**config.mk**
```make
export PLATFORM = sky130hd
export DESIGN_NAME = logic_74hc193_updown_counter
export DESIGN_NICKNAME = d
export VERILOG_FILES = /design/src/rtl/logic_74hc193_updown_counter.sv
export SDC_FILE = /design/constraint.sdc
export NUM_CORES = 1
export LEC_CHECK = 0
export ABC_AREA = 1
export BUFFER_PORTS_ARGS = -buffer_cell sky130_fd_sc_hd__buf_2
export CORE_AREA = 5 5 42 44
export CTS_CLUSTER_DIAMETER = 60
export DETAILED_ROUTE_END_ITERATION = 10
export DIE_AREA = 0 0 47 49
export PLACE_DENSITY = 0.56
export SLEW_MARGIN = 40
export SYNTH_ARGS = -nofsm -noshare
export SYNTH_HDL_FRONTEND = slang
export SYNTH_SLANG_ARGS = --single-unit
```
**constraint.sdc**
```tcl
create_clock -name ck_i -period 2.1 [get_ports ck_i]
set_input_delay 0.105 -clock ck_i [delete_from_list [all_inputs] [get_ports ck_i]]
set_output_delay 0.105 -clock ck_i [all_outputs]
set_load 0.03 [all_outputs]
```
**src/rtl/logic_74hc193_updown_counter.sv**
```systemverilog
// Presettable, cascadable up/down counter in the style of a 74HC193.
// Stages cascade by feeding co_o / bo_o into the next stage's ent_i.
// Optional build macro: LOGIC_UDCNT_SATURATE_EN selects saturating
// counting instead of wrapping at the count limits.
module logic_74hc193_updown_counter #(
  parameter int unsigned WIDTH   = 4,
  parameter int unsigned MODULUS = 16
) (
  input  logic             ck_i,
  input  logic             nclr_i,
  input  logic             nload_i,
  input  logic             enp_i,
  input  logic             ent_i,
  input  logic             up_i,
  input  logic [WIDTH-1:0] datain_i,
  output logic             co_o,
  output logic             bo_o,
  output logic             tc_pulse_o,
  output logic [WIDTH-1:0] counter_o
);

  // Terminal count for the configured range.
  localparam logic [WIDTH-1:0] MaxVal = WIDTH'(MODULUS - 1);

  logic [WIDTH-1:0] cnt_q, cnt_d;
  logic             tc_q, tc_d;

  // Next-state selection: load beats count, count beats hold. Clear is applied
  // in the register process so it overrides everything on the same edge.
  always_comb begin
    cnt_d = cnt_q;
    tc_d  = 1'b0;
    if (!nload_i) begin
      cnt_d = datain_i;
    end else if (enp_i && ent_i) begin
      if (up_i) begin
        // Out-of-range values are treated like the terminal count going up.
        if (cnt_q >= MaxVal) begin
`ifdef LOGIC_UDCNT_SATURATE_EN
          cnt_d = cnt_q;
`else
          cnt_d = '0;
`endif
          tc_d  = 1'b1;
        end else begin
          cnt_d = cnt_q + 1'b1;
        end
      end else begin
        if (cnt_q == '0) begin
`ifdef LOGIC_UDCNT_SATURATE_EN
          cnt_d = '0;
`else
          cnt_d = MaxVal;
`endif
          tc_d  = 1'b1;
        end else if (cnt_q > MaxVal) begin
          // Out-of-range value snaps back into range; not a wrap.
          cnt_d = MaxVal;
        end else begin
          cnt_d = cnt_q - 1'b1;
        end
      end
    end
  end

  // State register with synchronous active-low clear.
  always_ff @(posedge ck_i) begin
    if (!nclr_i) begin
      cnt_q <= '0;
      tc_q  <= 1'b0;
    end else begin
      cnt_q <= cnt_d;
      tc_q  <= tc_d;
    end
  end

  // Cascade lookahead outputs are combinational so a ripple chain settles
  // within the cycle; ent_i gates them even while enp_i holds the count.
  always_comb begin
    co_o       = ent_i & up_i & (cnt_q == MaxVal);
    bo_o       = ent_i & ~up_i & (cnt_q == '0);
    tc_pulse_o = tc_q;
    counter_o  = cnt_q;
  end

endmodule

```
==> results by group, run 1 <==
Worst setup path
  • Critical Path Max Stage Delay: 0.34 ns
  • Startpoint types: flip-flop
  • Crit path capture type: output pin
  • Worst EP required: 2.00 ns
  • Critical path type: reg -> out
  • Critical Path, Cell by Cell: inv_1, ha_1, nand3_1, nor3_1, buf_2
  • CP max stage cell: dfxtp_1
  • Arr. time, crit path: 1.39 ns
  • CP Max Fanout: 6

STA
  • Highest clock rate: 670 MHz
  • Worst Tran Pin Value: 0.268 ns
  • Minimum hold slack: 0.108 ns
  • Fin crit share: 71.0%
  • Setup TNS: 0 ns
  • Count of final hold-check violations: 0
  • Minimum clock period: 1.49 ns
  • Slew HR: 82.1%
  • Unrepaired setup endpoints after global routing: false
  • Pins Over Slew Limit: 0
  • Clock Skews: 0.00271 ns
  • Final setup vio count: 0

Die
  • # IOs: 17
  • Initial core utilization: 26.8%
  • Die Y: 49 um
  • Num rows: 14
  • Die Width: 47 um
  • Die Area: 2300 um^2
  • Core area: 1400 um^2

Power and ir drop
  • Max IR drop VDD: 484 uV
  • Pwr Density: 617 nW/um^2
  • Cell leakage power: 0.268 nW

Drt
  • Vias per cell: 4.54
  • Drt first pass iters: 2
  • # DRC: 0
  • Mean routed wirelength per cell: 9.68 um
  • Final antenna-violating net count: 0
  • Starting DRT DRC Count: 4
  • Drt total wl: 949 um
  • Vias: 445

GRT
  • Largest net degree at the start of global routing: 8
  • Vias in the first global route: 398
  • First-pass GRT wire length: 1640 um
  • Total GRT Usage: 9.64%
  • Antenna violations before repair: 0
  • Overflow after GRT: 0

Synth
  • Mapped Area: 375 um^2
  • Synthesized instance count: 62
  • Register area share after synthesis: 26.7%
  • Syn avg cell area: 6.05 um^2
  • Cell variety after synth: 15
  • Synth Net Count: 74
  • Yosys warns: 0
  • #FFs+latches synth: 5

Cells and area
  • Nets: 95
  • Commonest cells after routing, fill and taps aside: buf_2 (16), nand2_1 (14), nor2_1 (9)
  • Share of layout cells above drive strength 1: 28.0%
  • Area growth syn-to-layout: 33.7%
  • Commonest non-fill, non-tap cell in the layout: buf_2
  • ANT cells: 0

Clocking
  • Setup bufs post-CTS: 0
  • Worst-path clk slew: 0.04 ns
  • # clock sinks: 5
  • Post-cts resize count: 0
  • Hold_buf cts: 0
  • Clk Tree Root Cell: clkbuf_4
  • H-tree depth: 1
  • Max clock buf depth: 2
  • CTS buffer count: 3
  • CTS tree: built
  • Worst-Skew Late Latency: 0.24 ns

Place
  • IO buf count: 16
  • RD Place Congestion: 0.720
  • HPWL after DPL: 796 um

Outcome
  • Outcome: completed

Min path
  • Worst Hold Class: in -> reg

Flow run
  • Max Cap Violations: 0
[path summary, 6_finish.rpt]
check / start / to / slack, ns / cells past startpoint
max: counter_o[0] / bo_o / 0.61 / 5
min reg2reg: counter_o[0] / counter_o[0] / 0.54 / 2
min: datain_i[1] / counter_o[1] / 0.11 / 3
max reg2reg: counter_o[0] / counter_o[2] / 0.75 / 7
[report_power, final]
part | total [mW] | internal (mW) | switching [mW] | leakage, nW
combinational | 0.0877 | 0.0325 | 0.0552 | 0.212
sequential | 0.112 | 0.102 | 0.0103 | 0.0412
clock | 0.110 | 0.0718 | 0.0383 | 0.0150
[per-layer routing]
metal  GRT usage [%]  vias up  wire, um
met3            5.54        0        94
met1            13.8      191       458
met2            12.0       15       395
li1                -      239         -
met4            2.76        0         0
met5               0        -         0
[kinds of logic (layout without fill, tap and decap cells)]
family	after synthesis	after routing	share of synthesized area (%)
XOR/XNOR	2	2	4.67
AND/OR/NAND/NOR	33	33	37.0
AO/OA/AOI/OAI	10	10	15.0
buffers and inverters	10	30	10.0
flip-flops	5	5	26.7
adder cells (fa/ha/maj)	2	2	6.67
[worst max-delay path, delay by kind of cell (launching register included)]
kind                     cells  cell delay (ns)
buffers and inverters        2             0.35
AND/OR/NAND/NOR              2             0.25
adder cells (fa/ha/maj)      1             0.20
flip-flops                   1             0.34
[synth_stat cells (all sizes together)]
library cell | number | area [um^2]
a22oi | 1 | 7.51
xor2 | 2 | 17.5
ha | 2 | 25.0
dfxtp | 5 | 100
nand3 | 6 | 30.0
o21ai | 3 | 15.0
nor2 | 9 | 33.8
inv | 10 | 37.5
nor3 | 2 | 10.0
a21oi | 6 | 33.8
nand2 | 14 | 52.6
nand4 | 2 | 12.5
[layout make-up]
| cell class | count | area [um^2] |
|---|---|---|
| multi-input combinational | 47 | 238 |
| tap | 16 | 20.0 |
| inverter | 10 | 37.5 |
| clock buffer | 4 | 26.3 |
| fill | 160 | 900 |
| sequential | 5 | 100 |
| timing repair buffer | 16 | 80.1 |
[through the flow]
| step | instance area, um^2 | total power, mW | utilization, % | instances | worst slack [ns] |
|---|---|---|---|---|---|
| 3_3_place_gp | 475 | 0.203 | 33.9 | 94 | 0.717 |
| 4_1_cts | 502 | 0.317 | 35.8 | 98 | 0.594 |
| 2_1_floorplan | 375 | 0.172 | - | 62 | 0.415 |
| 5_1_grt | 502 | 0.342 | 35.8 | 98 | 0.448 |
| 3_5_place_dp | 475 | 0.202 | 33.9 | 94 | 0.754 |
| 6_report | 502 | 0.310 | 35.8 | 98 | 0.608 |
[sequential cells by signal, summed over array words and instances, names as in the netlist]
register    flops
counter_o       4
tc_pulse_o      1
Power figures use the tool's default switching activity.
==> run 2: changes to the inputs <==
PLACE_DENSITY = 0.57   (was 0.56)
clock period = 1.35 ns   (was 2.1 ns; I/O delays follow)
==> run 2 against run 1 <==
  * Largest cell class unchanged
  * Final cell count increased by 6.1%
  * Clock power increased by 59%
  * First-iteration DRC count down 25%
  * Critical endpoint is now co_o
==> results by group, run 2 (same netlist as run 1, synthesis figures left out) <==
Cells and area
  • Area growth syn-to-layout: 66.3%
  • Largest register FFs: 4
  • ANT cells: 0
  • Nets: 101
  • Commonest cells after routing, fill and taps aside: nand2_1 (14), buf_2 (14), nor2_1 (9)
  • Share of layout cells above drive strength 1: 44.3%
  • Filler Cell Count: 151
  • Post-route cell area: 624 um^2

STA
  • Highest clock rate: 771 MHz
  • Slew HR: 82.7%
  • Count of final hold-check violations: 0
  • Setup TNS: 0 ns
  • Clock Skews: 0.00476 ns
  • Final setup vio count: 0
  • Worst Tran Pin Value: 0.260 ns
  • Pins Over Slew Limit: 0
  • Fin crit share: 96.0%
  • Unrepaired setup endpoints after global routing: true
  • Minimum clock period: 1.30 ns

Drt
  • Drt first pass iters: 4
  • Vias per cell: 4.57
  • Drt total wl: 1100 um
  • Vias: 475
  • Mean routed wirelength per cell: 10.6 um
  • Starting DRT DRC Count: 3
  • # DRC: 0
  • Final antenna-violating net count: 0

Place
  • RD Place Congestion: 0.726
  • IO buf count: 16
  • Area post-placement: 503 um^2
  • HPWL after DPL: 844 um

Flow run
  • Max Cap Violations: 0

Worst setup path
  • Crit-path leading delay family: flip-flops
  • Critical path type: reg -> out
  • Arr. time, crit path: 1.23 ns
  • CP max stage cell: dfxtp_4
  • Startpoint types: flip-flop
  • Critical Path, Cell by Cell: ha_4, nand3_4, nor3_2, buf_4
  • CP Max Fanout: 6
  • Critical path depth: 4
  • Worst EP required: 1.28 ns
  • Reg2reg path depth: 9
  • Flop2flop setup slack: 0.15 ns
  • Critical Path Max Stage Delay: 0.39 ns
  • Crit path capture type: output pin
  • WP buf/inv: 1

Power and ir drop
  • Comb pwr share: 33.9%
  • Int Power: 0.346 mW
  • Max IR drop VDD: 502 uV
  • Sw frac: 34.9%
  • Pwr Density: 852 nW/um^2
  • Register share of total power: 33.3%
  • Clk pwr share: 32.9%
  • Cell leakage power: 0.303 nW
  • Sw power: 0.186 mW

Min path
  • Min-Delay Path Depth: 3
  • Worst Hold Class: in -> reg

Clocking
  • H-tree depth: 1
  • CTS buffer count: 3
  • CTS tree: built
  • Hold_buf cts: 0
  • Max clock buf depth: 2
  • Clk Tree Root Cell: clkbuf_4
  • # clock sinks: 5
  • Worst-Skew Late Latency: 0.24 ns
  • Worst-path clk slew: 0.05 ns

Outcome
  • Outcome: completed

Die
  • Initial core utilization: 26.8%
  • Die Width: 47 um
  • Core area: 1400 um^2
  • Die Y: 49 um
  • Num rows: 14
  • Die Area: 2300 um^2
  • # IOs: 17

GRT
  • Total GRT Usage: 9.30%
  • Largest net degree at the start of global routing: 7
  • Overflow after GRT: 0
  • First-pass GRT wire length: 1570 um
  • Antenna violations before repair: 0
  • Vias in the first global route: 392
run 2: cell types whose count changed in the layout (fill, tap and decap cells not counted):
cell	change
ha_1	-2
nor3_1	-2
nand3_1	-2
inv_4	+2
dfxtp_4	+2
ha_4	+2
inv_1	-2
buf_2	-2
nor3_2	+2
buf_4	+8
nand3_4	+2
dfxtp_1	-2
run 2: stage by stage:
| stage | power, mW | util, % | setup WS, ns | hold WS, ns | instances |
|---|---|---|---|---|---|
| 5_1_grt | 0.574 | 44.6 | -0.0174 | 0.0851 | 104 |
| 4_1_cts | 0.506 | 38.1 | 0.00424 | 0.0744 | 100 |
| 6_report | 0.532 | 44.6 | 0.0536 | 0.0736 | 104 |
| 3_5_place_dp | 0.325 | 35.9 | 0.0801 | 0.311 | 96 |
| 2_1_floorplan | 0.271 | - | 0.0308 | 0.203 | 62 |
| 3_3_place_gp | 0.326 | 35.9 | 0.0765 | 0.307 | 96 |
run 2: power groups by stage:
stage / clock network (mW) / registers [mW] / logic, mW
floorplan: 0 / 0.194 / 0.0768
finish: 0.175 / 0.177 / 0.180
detailed placement: 0 / 0.174 / 0.151
CTS: 0.179 / 0.173 / 0.155
global placement: 0 / 0.174 / 0.152
global route: 0.198 / 0.178 / 0.197
run 2: path summary, 6_finish.rpt:
check,from,to
worst min-delay path,datain_i[1],counter_o[1]
worst max register to register,counter_o[0],counter_o[3]
worst max-delay path,counter_o[0],co_o
worst min register to register,counter_o[0],counter_o[0]
run 2: per-layer routing:
metal / share of wire, % / global-route usage, % / vias up / wire (um)
met5: 0 / 0 / - / 0
met4: 0.82 / 5.53 / 0 / 9
met3: 2.6 / 2.58 / 2 / 28
met2: 54 / 15.4 / 6 / 597
met1: 42 / 9.91 / 215 / 463
li1: - / - / 252 / -
run 2: area by class of cell:
type | instances | area [um^2] | share of cell area, %
Timing Repair Buffer | 22 | 130 | 20.8
Inverter | 10 | 42.5 | 6.81
Clock buffer | 4 | 26.3 | 4.21
Tap cell | 16 | 20.0 | 3.21
Multi-Input combinational cell | 47 | 298 | 47.7
Sequential cell | 5 | 108 | 17.2
run 2: worst register-to-register path: stages, from the launching register on:
cell and delay [ns]:
dfxtp_4 0.39, ha_4 0.16, nand3_4 0.09, buf_4 0.14, nand2_1 0.04, inv_1 0.04
nand2_1 0.05, nand3_1 0.07, nand2_1 0.06, a21oi_1 0.05
run 2: what timing repair did:
| item | 4_1_cts | 5_1_grt |
|---|---|---|
| pin swaps | 1 | 5 |
| setup endpoints to repair | 1 | 2 |
| buffers inserted | 0 | 4 |
| cloned | 0 | 0 |
| gates resized for setup | 4 | 13 |
